<file path="config.mk">
export PLATFORM = sky130hd
export DESIGN_NAME = wb_gpio_irq_ctrl_flat
export DESIGN_NICKNAME = d
export VERILOG_FILES = /design/src/rtl/wb_gpio_irq_ctrl_if.sv /design/src/rtl/wb_gpio_irq_ctrl.sv /design/src/flat_wrapper.sv
export SDC_FILE = /design/constraint.sdc
export NUM_CORES = 1
export LEC_CHECK = 0
export CORE_MARGIN = 2
export CORE_UTILIZATION = 50
export DETAILED_ROUTE_END_ITERATION = 6
export GPL_TIMING_DRIVEN = 0
export PLACE_DENSITY = 0.79
export RECOVER_POWER = 50
export REMOVE_ABC_BUFFERS = 1
export SLEW_MARGIN = 40
export SYNTH_ARGS = -nofsm -noshare
export SYNTH_HDL_FRONTEND = slang
export SYNTH_SLANG_ARGS = --single-unit
</file>
<file path="constraint.sdc">
create_clock -name wb_clk_i -period 5.68 [get_ports wb_clk_i]
set_input_delay 1.136 -clock wb_clk_i [delete_from_list [all_inputs] [get_ports wb_clk_i]]
set_output_delay 1.136 -clock wb_clk_i [all_outputs]
set_load 0.005 [all_outputs]
</file>
<file path="src/rtl/wb_gpio_irq_ctrl_if.sv">
// ---------------------------------------------------------------------------
// wb_gpio_irq_ctrl_if
// Wishbone classic slave bundle for the GPIO / interrupt controller.
//
// Signals (named from the slave's point of view):
//   wbs_cyc_i  bus cycle in progress
//   wbs_stb_i  strobe; together with cyc, it is the request "valid"
//   wbs_we_i   1 = write, 0 = read
//   wbs_sel_i  byte-lane enables for writes
//   wbs_adr_i  byte address
//   wbs_dat_i  write data
//   wbs_ack_o  one-cycle acknowledge; this is the "ready/done" strobe
//   wbs_dat_o  read data, valid only while wbs_ack_o is high, else 0
//
// Handshake: a request is cyc & stb & address decode match while ack is low.
// It is accepted on that clock edge and ack is high for exactly the
// following cycle. The master keeps cyc/stb/we/sel/adr/dat stable until it
// sees ack. If stb is still held when ack is seen, the slave treats it as a
// new request on the next edge, so a held strobe gets one ack every 2 cycles.
// ---------------------------------------------------------------------------
interface wb_gpio_irq_ctrl_if;
  logic        wbs_cyc_i;
  logic        wbs_stb_i;
  logic        wbs_we_i;
  logic [3:0]  wbs_sel_i;
  logic [31:0] wbs_adr_i;
  logic [31:0] wbs_dat_i;
  logic        wbs_ack_o;
  logic [31:0] wbs_dat_o;

  modport master (
    output wbs_cyc_i, wbs_stb_i, wbs_we_i, wbs_sel_i, wbs_adr_i, wbs_dat_i,
    input  wbs_ack_o, wbs_dat_o
  );

  modport slave (
    input  wbs_cyc_i, wbs_stb_i, wbs_we_i, wbs_sel_i, wbs_adr_i, wbs_dat_i,
    output wbs_ack_o, wbs_dat_o
  );
endinterface

</file>
<file path="src/rtl/wb_gpio_irq_ctrl.sv">
// ---------------------------------------------------------------------------
// wb_gpio_irq_ctrl
// Wishbone slave owning the user IO pads: output data, per-pad output
// enable (active-low), synchronized input readback and per-pad
// edge-triggered interrupts with write-1-to-clear status.
//
// Parameters:
//   BASE_ADDR  slave base; decode compares address bits [31:8]
//   NIO        pad count, 1..32
//
// Ports:
//   wb_clk_i   sole clock
//   wb_rst_i   asynchronous active-high reset
//   bus        Wishbone slave modport (see wb_gpio_irq_ctrl_if)
//   gpio_in    raw asynchronous pad inputs
//   gpio_out   pad output data
//   gpio_oeb   pad output enable, active-low (reset: all pads are inputs)
//   irq_o      level interrupt, |(IRQ_STATUS & IRQ_EN)
//
// Register map (word offsets from the base):
//   0x00 DATA_OUT  rw      0x0C IRQ_EN      rw
//   0x04 OEB       rw      0x10 IRQ_EDGE    rw (0 rising, 1 falling)
//   0x08 DATA_IN   ro      0x14 IRQ_STATUS  W1C, sticky
//   0x18..0xFC read 0, writes ignored, still acknowledged.
// ---------------------------------------------------------------------------
module wb_gpio_irq_ctrl #(
  parameter logic [31:0] BASE_ADDR = 32'h3000_0000,
  parameter int          NIO       = 16
) (
  input  logic                 wb_clk_i,
  input  logic                 wb_rst_i,
  wb_gpio_irq_ctrl_if.slave    bus,
  input  logic [NIO-1:0]       gpio_in,
  output logic [NIO-1:0]       gpio_out,
  output logic [NIO-1:0]       gpio_oeb,
  output logic                 irq_o
);

  localparam logic [5:0] OFF_DATA_OUT   = 6'd0;
  localparam logic [5:0] OFF_OEB        = 6'd1;
  localparam logic [5:0] OFF_DATA_IN    = 6'd2;
  localparam logic [5:0] OFF_IRQ_EN     = 6'd3;
  localparam logic [5:0] OFF_IRQ_EDGE   = 6'd4;
  localparam logic [5:0] OFF_IRQ_STATUS = 6'd5;

  logic           r_ack;
  logic [31:0]    r_dat;
  logic [NIO-1:0] r_out;
  logic [NIO-1:0] r_oeb;
  logic [NIO-1:0] r_en;
  logic [NIO-1:0] r_edge;
  logic [NIO-1:0] r_status;
  logic [NIO-1:0] r_sync1;
  logic [NIO-1:0] r_sync2;
  logic [NIO-1:0] r_prev;

  logic           w_match;
  logic           w_req;
  logic           w_wr;
  logic           w_rd;
  logic [5:0]     w_word;
  logic [31:0]    w_lane_mask;
  logic [NIO-1:0] w_wmask;
  logic [NIO-1:0] w_wdata;
  logic [NIO-1:0] w_rise;
  logic [NIO-1:0] w_fall;
  logic [NIO-1:0] w_set;
  logic [NIO-1:0] w_clr;
  logic [31:0]    w_rdata;
  logic           w_unused;

  // ack is registered, so gating the request with !r_ack forces a one-cycle
  // gap after every acknowledge even when the master keeps stb asserted.
  assign w_match = (bus.wbs_adr_i[31:8] == BASE_ADDR[31:8]);
  assign w_req   = bus.wbs_cyc_i & bus.wbs_stb_i & w_match & ~r_ack;
  assign w_wr    = w_req & bus.wbs_we_i;
  assign w_rd    = w_req & ~bus.wbs_we_i;
  assign w_word  = bus.wbs_adr_i[7:2];

  assign w_lane_mask = {{8{bus.wbs_sel_i[3]}}, {8{bus.wbs_sel_i[2]}},
                        {8{bus.wbs_sel_i[1]}}, {8{bus.wbs_sel_i[0]}}};
  assign w_wmask = w_lane_mask[NIO-1:0];
  assign w_wdata = bus.wbs_dat_i[NIO-1:0];

  // Edge detection works on the synchronized copy and its one-cycle delay.
  assign w_rise = r_sync2 & ~r_prev;
  assign w_fall = ~r_sync2 & r_prev;
  assign w_set  = r_en & ((w_rise & ~r_edge) | (w_fall & r_edge));
  assign w_clr  = (w_wr && (w_word == OFF_IRQ_STATUS)) ? (w_wdata & w_wmask)
                                                        : '0;

  // Read mux: bits at or above NIO stay zero.
  always_comb begin
    w_rdata = '0;
    case (w_word)
      OFF_DATA_OUT:   w_rdata[NIO-1:0] = r_out;
      OFF_OEB:        w_rdata[NIO-1:0] = r_oeb;
      OFF_DATA_IN:    w_rdata[NIO-1:0] = r_sync2;
      OFF_IRQ_EN:     w_rdata[NIO-1:0] = r_en;
      OFF_IRQ_EDGE:   w_rdata[NIO-1:0] = r_edge;
      OFF_IRQ_STATUS: w_rdata[NIO-1:0] = r_status;
      default:        w_rdata = '0;
    endcase
  end

  always_ff @(posedge wb_clk_i or posedge wb_rst_i) begin
    if (wb_rst_i) begin
      r_ack    <= 1'b0;
      r_dat    <= '0;
      r_out    <= '0;
      r_oeb    <= '1;
      r_en     <= '0;
      r_edge   <= '0;
      r_status <= '0;
    end else begin
      r_ack <= w_req;
      r_dat <= w_rd ? w_rdata : '0;
      if (w_wr) begin
        case (w_word)
          OFF_DATA_OUT: r_out  <= (r_out  & ~w_wmask) | (w_wdata & w_wmask);
          OFF_OEB:      r_oeb  <= (r_oeb  & ~w_wmask) | (w_wdata & w_wmask);
          OFF_IRQ_EN:   r_en   <= (r_en   & ~w_wmask) | (w_wdata & w_wmask);
          OFF_IRQ_EDGE: r_edge <= (r_edge & ~w_wmask) | (w_wdata & w_wmask);
          default: ;
        endcase
      end
      // A new edge in the same cycle as a clear keeps the flag set.
      r_status <= (r_status & ~w_clr) | w_set;
    end
  end

  always_ff @(posedge wb_clk_i or posedge wb_rst_i) begin
    if (wb_rst_i) begin
      r_sync1 <= '0;
      r_sync2 <= '0;
      r_prev  <= '0;
    end else begin
      r_sync1 <= gpio_in;
      r_sync2 <= r_sync1;
      r_prev  <= r_sync2;
    end
  end

  assign bus.wbs_ack_o = r_ack;
  assign bus.wbs_dat_o = r_dat;
  assign gpio_out      = r_out;
  assign gpio_oeb      = r_oeb;
  assign irq_o         = |(r_status & r_en);

  // Address byte bits and data/lane bits above NIO carry no information.
  assign w_unused = ^{bus.wbs_adr_i[1:0], bus.wbs_dat_i, w_lane_mask};

endmodule
</file>
<file path="src/flat_wrapper.sv">
// flat-port wrapper written by rule: the top's interface ports become plain ports
module wb_gpio_irq_ctrl_flat 
#(
  parameter logic [31:0] BASE_ADDR = 32'h3000_0000,
  parameter int          NIO       = 16
)
  (wb_clk_i, wb_rst_i, gpio_in, gpio_out, gpio_oeb, irq_o, bus_wbs_cyc_i, bus_wbs_stb_i, bus_wbs_we_i, bus_wbs_sel_i, bus_wbs_adr_i, bus_wbs_dat_i, bus_wbs_ack_o, bus_wbs_dat_o);
  wb_gpio_irq_ctrl_if bus_i ();
  input  logic wb_clk_i;
  input  logic wb_rst_i;
  input  logic [NIO-1:0] gpio_in;
  output logic [NIO-1:0] gpio_out;
  output logic [NIO-1:0] gpio_oeb;
  output logic irq_o;
  input wire logic [$bits(bus_i.wbs_cyc_i)-1:0] bus_wbs_cyc_i;
  input wire logic [$bits(bus_i.wbs_stb_i)-1:0] bus_wbs_stb_i;
  input wire logic [$bits(bus_i.wbs_we_i)-1:0] bus_wbs_we_i;
  input wire logic [$bits(bus_i.wbs_sel_i)-1:0] bus_wbs_sel_i;
  input wire logic [$bits(bus_i.wbs_adr_i)-1:0] bus_wbs_adr_i;
  input wire logic [$bits(bus_i.wbs_dat_i)-1:0] bus_wbs_dat_i;
  output wire logic [$bits(bus_i.wbs_ack_o)-1:0] bus_wbs_ack_o;
  output wire logic [$bits(bus_i.wbs_dat_o)-1:0] bus_wbs_dat_o;
  assign bus_i.wbs_cyc_i = bus_wbs_cyc_i;
  assign bus_i.wbs_stb_i = bus_wbs_stb_i;
  assign bus_i.wbs_we_i = bus_wbs_we_i;
  assign bus_i.wbs_sel_i = bus_wbs_sel_i;
  assign bus_i.wbs_adr_i = bus_wbs_adr_i;
  assign bus_i.wbs_dat_i = bus_wbs_dat_i;
  assign bus_wbs_ack_o = bus_i.wbs_ack_o;
  assign bus_wbs_dat_o = bus_i.wbs_dat_o;
  wb_gpio_irq_ctrl #(.BASE_ADDR(BASE_ADDR), .NIO(NIO)) u_core (.wb_clk_i(wb_clk_i), .wb_rst_i(wb_rst_i), .bus(bus_i), .gpio_in(gpio_in), .gpio_out(gpio_out), .gpio_oeb(gpio_oeb), .irq_o(irq_o));
endmodule
</file>
Yosys cells after proc, flatten, opt, wreduce, memory -nomap -nowiden
Index checks and enable logic that the tools add are counted.
{"block": "word_totals", "out_inout_bits": 66, "in_bits": 89, "wordCells": 56, "reg_bits": 161}
{"block": "classes", "mux": 3, "eq_ne": 6, "bitwise_logic": 30, "n_reduce_logical": 7}
{"operator": "$and A16 B16 Y16", "count": 12}
{"operator": "$or A16 B16 Y16", "count": 6}
{"operator": "$pmux W16 S6", "count": 1}
{"operator": "$not A16 Y16", "count": 5}
{"operator": "$mux W16", "count": 2}
{"operator": "$eq A24 B22 Y1 const B", "count": 1}
{"operator": "$reduce_or A16 Y1", "count": 1}
{"operator": "$eq A6 B2 Y1 const B", "count": 2}
{"operator": "$eq A6 B3 Y1 const B", "count": 2}
{"operator": "$reduce_and A2 Y1", "count": 4}
{"operator": "$eq A6 B1 Y1 const B", "count": 1}
{"operator": "$logic_not A6 Y1", "count": 1}
{"operator": "$and A1 B1 Y1", "count": 5}
{"operator": "$not A1 Y1", "count": 2}
{"operator": "$logic_and A1 B1 Y1", "count": 1}

Depth between registers and ports, before layout
Gate-level depths: netlist of the first run.
{"block": "logic_depth", "word_depth": 9, "ltp_mapped": 7, "mapped_depth_nobuf": 4}

Worst setup path after synthesis of the first run
No wires, ideal clock.
{"block": "synth_path", "path_kind": "input -> register", "start": "in bus_wbs_adr_i[20]", "end": "reg with a tool-made name", "stages": 5, "required_time_ns": 5.555, "n_path_buf": 1, "path_slack_ns": 2.864, "t_arrival_ns": 2.691, "setup_time_ns": 0.125, "cell_sequence": "nor4b_1 -> nand4_2 -> buf_4 -> nor3_4 -> mux2_2"}
{"item": "start: declaration", "line_no": "flat_wrapper.sv:19", "source": "input wire logic [$bits(bus_i.wbs_adr_i)-1:0] bus_wbs_adr_i;"}

Worst setup path in the final report of the first run
{"block": "layout_path", "start": "in bus_wbs_adr_i[4]", "end": "reg u_core.r_status[8]"}
{"block": "layout_between", "elab_chain_cells": 6}
{"item": "$eq A6 B3 Y1", "line_no": "wb_gpio_irq_ctrl.sv:89", "source": "assign w_clr = (w_wr && (w_word == OFF_IRQ_STATUS)) ? (w_wdata & w_wmask)"}
{"item": "$logic_and A1 B1 Y1", "line_no": "wb_gpio_irq_ctrl.sv:89"}
{"item": "$mux W16", "line_no": "wb_gpio_irq_ctrl.sv:89"}
{"item": "$not A16 Y16", "line_no": "wb_gpio_irq_ctrl.sv:128", "source": "r_status <= (r_status & ~w_clr) | w_set;"}
{"item": "$and A16 B16 Y16", "line_no": "wb_gpio_irq_ctrl.sv:128"}
{"item": "$or A16 B16 Y16", "line_no": "wb_gpio_irq_ctrl.sv:128"}
{"item": "end signal: assignment", "line_no": "wb_gpio_irq_ctrl.sv:128"}
{"item": "end: declaration", "line_no": "wb_gpio_irq_ctrl.sv:52", "source": "logic [NIO-1:0] r_status;"}
No other way between the ends.
A chain may end at the register's enable or synchronous reset.

==> results of run 1 <==
power by group through the flow:
stage,clock [mW],combinational (mW),sequential (mW)
after floorplan,0,0.0484,1.08
after global placement,0,0.123,1.08
after detailed placement,0,0.133,1.08
after CTS,1.14,0.134,1.06
after global routing,1.19,0.141,1.06
final,1.12,0.130,1.06
layout make-up:
class / instances / area (sq um) / area share [%]
Inverter: 1 / 5.00 / 0.0607
Clock inverter: 5 / 103 / 1.24
Multi-Input combinational cell: 317 / 2520 / 30.6
Clock buffer: 27 / 493 / 5.98
Tap cell: 172 / 215 / 2.61
Sequential cell: 145 / 3650 / 44.3
Timing Repair Buffer: 124 / 1250 / 15.2
cells in the mapped netlist (all sizes together):
master   number  area [sq um]
dfrtp       129          3230
mux2         78           878
nand2        59           221
buf          29           191
nor2         26          97.6
dfstp        16           420
nor3b        16           120
o21ai        16          80.1
o41ai        16           140
a22o         11          96.3
a21oi         9          45.0
a22oi         9          67.6
clkbuf        9          33.8
mux4          9           203
a2bb2oi       7          61.3
mux2i         7          70.1
nor4          7          88.8
nand3         6          30.0
nand4         5          43.8
a221oi        4          35.0
nor3          4          52.6
and2          3          18.8
nor4b         3          32.5
or3           3          18.8
conb          1          3.75
inv           1          3.75
nand2b        1          6.26
nor2b         1          6.26
nor4bb        1          10.0
worst max-delay path: cells and delay by family:
family | cells | cell delay (ns)
AO/OA/AOI/OAI | 1 | 0.59
buffers and inverters | 1 | 0.88
AND/OR/NAND/NOR | 3 | 1.42
routing by layer:
metal,part of all wire [%],GRT usage (%)
met1,41,31.2
met2,49,39.1
met3,7.8,6.75
met4,2.7,11.0
met5,0,0
cell families after synthesis:
| kind of cell | after synthesis | synth area share, % |
|---|---|---|
| flops | 145 | 57.9 |
| simple gates | 135 | 11.8 |
| mux | 94 | 18.3 |
| compound gates | 72 | 8.33 |
| buf+inv | 39 | 3.63 |
| other cells | 1 | 0.0595 |
through the flow:
step	setup TNS [ns]	utilization [%]	setup WS, ns
floorplan	0	-	0.676
global placement	-134.40	60.4	-1.05
detailed placement	0	61.4	1.58
CTS	0	66.2	1.99
global route	0	66.1	1.62
finish	0	66.1	1.92
worst paths after layout:
path / startpoint / to / slack (ns) / cells after the start
setup / recovery: bus_wbs_adr_i[4] / u_core.r_status[8] / 1.92 / 5
hold / removal: u_core.r_sync1[12] / u_core.r_sync2[12] / 0.35 / 0
setup reg to reg: u_core.bus.wbs_ack_o / flip-flop / 2.83 / 4
hold reg to reg: u_core.r_sync1[12] / u_core.r_sync2[12] / 0.35 / 0
max in group asynchronous: wb_rst_i / async pin / 2.17 / 2
min in group asynchronous: wb_rst_i / u_core.r_sync1[4] / 2.08 / 2
==> flow_summary.ini, run 1 <==
[run_status]
status = finished with violations
violations = max-capacitance violations, max-slew violations

[timing]
hold_violations = 0
relSlewSlack_pct = -112
slew_violations = 72
rsz0062_at_grt = no
holdWs_ns = 0.346
timing.final.crit_share_pct = 66.2
fin_skew_ns = 0.00706
fin_crit_ns = 3.76
worst_slew_pin_slew_ns = 3.16
fmax_mhz = 266
setup_violations = 0

[synthesis]
ys_ff_latch = 145
netlist_area_sq_um = 6300
ys_types = 35
syn_inst = 486
ys_seq_area_share_pct = 57.9
synth_warnings = 0
syn_avg_cell_area_sq_um = 13.0

[routing]
viasPerCell = 5.87
ant_nets = 0
drt_pass1_iterations = 4
vias = 4644
drc = 0
wirelength_microns = 15900
drt-initial-drc-count = 333
wl_per_cell_microns = 20.1

[clocking]
ctsHoldBuffers = 0
cts.sink_count = 145
post_cts_buffers = 0
cts_root_buffer = clkbuf_16
clk_pin_slew_ns = 0.05
clock_latency_ns = 0.42
cts_tree = done
ctsResizeCount = 0
cts_htree_levels = 4
cts_made_buffers = 17
cts_buffer_depth = 2

[cells_and_area]
stdcell_count = 791
areaGrowthSynthToFinish_pct = 30.7
antenna_cells = 0
final_cell_area_sq_um = 8240
layout_commonest_cell = dfrtp_1
fillers = 917
num-nets-final = 695
final_cell_mix = dfrtp_1 (129), clkdlybuf4s50_1 (99), mux2_2 (78)
drive_above_1_share_pct = 24.1

[place]
post_dp_cell_area_sq_um = 7650
dp_cells = 759
dp_hpwl_microns = 10500
port_buffers = 118
place.gp.congestion = 0.924

[global_route]
grt_pass1_vias = 4720
grt_pass1_wl_microns = 24500
grt_max_degree = 75
overflow = 0
grt.total_usage_pct = 24.4
antenna_found_initial = 0

[floorplan]
fp-row-count = 41
num_io_pins = 155
die_h_microns = 116
core_sq_um = 12500
dieWidth_microns = 116
start_util_pct = 50.6
design.die.area_sq_um = 13500

[critical_path]
cpPeakStageDelay_ns = 0.88
cp-start-kind = input port
arrival_ns = 4.04
crit_path_end_kind = flip-flop
crit_chain = clkdlybuf4s50_1 > nor4b_2 > nand2_1 > o41ai_1 > nand2_1
worst-setup-path-type = input port to flip-flop
path_max_fanout = 16
cp_common_cell = nand2_1
worst_ep_required_time_ns = 5.96
cpMaxStageDelayCell = clkdlybuf4s50_1

[flow_run]
cap_violations = 1

[power_and_ir_drop]
vdd_drop_max_mv = 0.173
power_mw = 2.32
seqPwrFrac_pct = 45.9
switching_share_pct = 20.5
internal_power_mw = 1.84
p_leak_nw = 3.49
p_per_area_nw_per_um2 = 281
pwr-share-comb_pct = 5.6
pwr-share-clk_pct = 48.5
power.switching_mw = 0.475

[hold_path]
min_path_type = flip-flop to flip-flop
No activity file was read; power rests on OpenSTA's default activity.
==> run 2, diff against run 1 <==
Clock period 5.68 ns to 3.6 ns, I/O delays scaled along.
==> run 2 against run 1 <==
Net effect:
- the flow finishes with violations (max-capacitance violations)
- critical path depth stayed put
- final cell count stayed put
- sequential power is 58% higher
- combinational power is 55% higher
==> flow_summary.ini, run 2 (synthesis results as in run 1) <==
[clocking]
cts_htree_levels = 4
cts.sink_count = 145
post_cts_buffers = 0
clock_latency_ns = 0.42
clk_pin_slew_ns = 0.05
ctsHoldBuffers = 0
ctsResizeCount = 0
cts_buffer_depth = 2
cts_made_buffers = 17
cts_tree = done
cts_root_buffer = clkbuf_16

[timing]
setup_violations = 0
tns_ns = 0
fin_ws_ns = 0.209
fmax_mhz = 295
timing.final.crit_share_pct = 94.2
worst_slew_pin_slew_ns = 1.49
fin_crit_ns = 3.39
relSlewSlack_pct = 0.559
fin_skew_ns = 0.00719
rsz0062_at_grt = no
slew_violations = 0
hold_violations = 0

[floorplan]
design.die.area_sq_um = 13500
die_h_microns = 116
dieWidth_microns = 116
start_util_pct = 50.6
num_io_pins = 155
core_sq_um = 12500
fp-row-count = 41

[global_route]
grt.total_usage_pct = 24.4
grt_max_degree = 75
grt_pass1_vias = 4720
antenna_found_initial = 0
overflow = 0
grt_pass1_wl_microns = 24500

[place]
place.gp.congestion = 0.924
port_buffers = 118
dp_hpwl_microns = 10500
pre_cts_slack_ns = -0.0868

[power_and_ir_drop]
power_mw = 3.65
p_leak_nw = 3.48
p_per_area_nw_per_um2 = 444
vdd_drop_max_mv = 0.274

[cells_and_area]
register_area_sq_um = 3650
antenna_cells = 0
finish.utilization_pct = 66.0
num-nets-final = 695
drive_above_1_share_pct = 24.1
fillers = 920
final_cell_mix = dfrtp_1 (129), clkdlybuf4s50_1 (99), mux2_2 (78)
multi_input_area_sq_um = 2520
layout_commonest_cell = dfrtp_1
areaGrowthSynthToFinish_pct = 30.4

[run_status]
violations = max-capacitance violations
status = finished with violations

[routing]
wirelength_microns = 15900
drc = 0
wl_per_cell_microns = 20.1
viasPerCell = 5.82
ant_nets = 0
vias = 4605
drt_pass1_iterations = 5
drt-initial-drc-count = 334

[critical_path]
arrival_ns = 3.67
crit_path_end_kind = flip-flop
worst-setup-path-type = input port to flip-flop
crit_chain = clkdlybuf4s50_1 > nor4b_2 > nand2_1 > o41ai_1 > nand2_1
cpMaxStageDelayCell = clkdlybuf4s50_1
cp_top_family = simple AND/OR/NAND/NOR gates
worst-path-buf-inv = 1
cp-start-kind = input port
cpPeakStageDelay_ns = 0.89
cp_common_cell = nand2_1
path_max_fanout = 16
worst_ep_required_time_ns = 3.88

[flow_run]
cap_violations = 1

[hold_path]
min_path_type = flip-flop to flip-flop
-- run 2: cell count changes in the layout (fill, tap and decap cells not counted) --
cell        previous run  this run
buf_16                 2         1
clkinvlp_2             1         0
clkinvlp_4             1         2
clkbuf_4               0         1
-- run 2: per-layer routing --
layer | vias to the layer above | track usage, % | part of all wire (%)
met4 | 0 | 11.0 | 2.9
met5 | - | 0 | 0
met1 | 2297 | 31.2 | 40
met3 | 46 | 6.75 | 8.8
li1 | 2004 | - | -
met2 | 258 | 39.1 | 48
-- run 2: final cells by class --
class	instances	share of cell area, %
Sequential cell	145	44.4
Inverter	1	0.0913
Clock buffer	27	5.99
Multi-Input combinational cell	317	30.7
Tap cell	172	2.62
Timing Repair Buffer	124	15.0
Clock inverter	5	1.25
-- run 2: per-stage QoR --
| stage | cells | hold WS [ns] | cell area [sq um] |
|---|---|---|---|
| after floorplan | 463 | 0.331 | 6140 |
| after global placement | 753 | 0.332 | 7530 |
| after detailed placement | 759 | 0.335 | 7650 |
| after CTS | 791 | 0.346 | 8250 |
| after global routing | 791 | 0.351 | 8220 |
| final | 791 | 0.346 | 8220 |
-- run 2: power breakdown --
group / internal (mW) / switching, mW / total, mW
registers: 1.66 / 0.0172 / 1.68
clock network: 1.14 / 0.628 / 1.77
logic: 0.0985 / 0.103 / 0.202
total: 2.90 / 0.748 / 3.65
-- run 2: path summary, 6_finish.rpt --
kind | cells after the start | from | slack, ns | endpoint
max | 5 | bus_wbs_adr_i[4] | 0.21 | u_core.r_status[8]
min | 0 | u_core.r_sync1[12] | 0.35 | u_core.r_sync2[12]
max reg2reg | 4 | u_core.bus.wbs_ack_o | 0.75 | flip-flop
min reg2reg | 0 | u_core.r_sync1[12] | 0.35 | u_core.r_sync2[12]
max in group asynchronous | 3 | wb_rst_i | 0.73 | u_core.r_prev[1]
min in group asynchronous | 2 | wb_rst_i | 1.16 | async pin
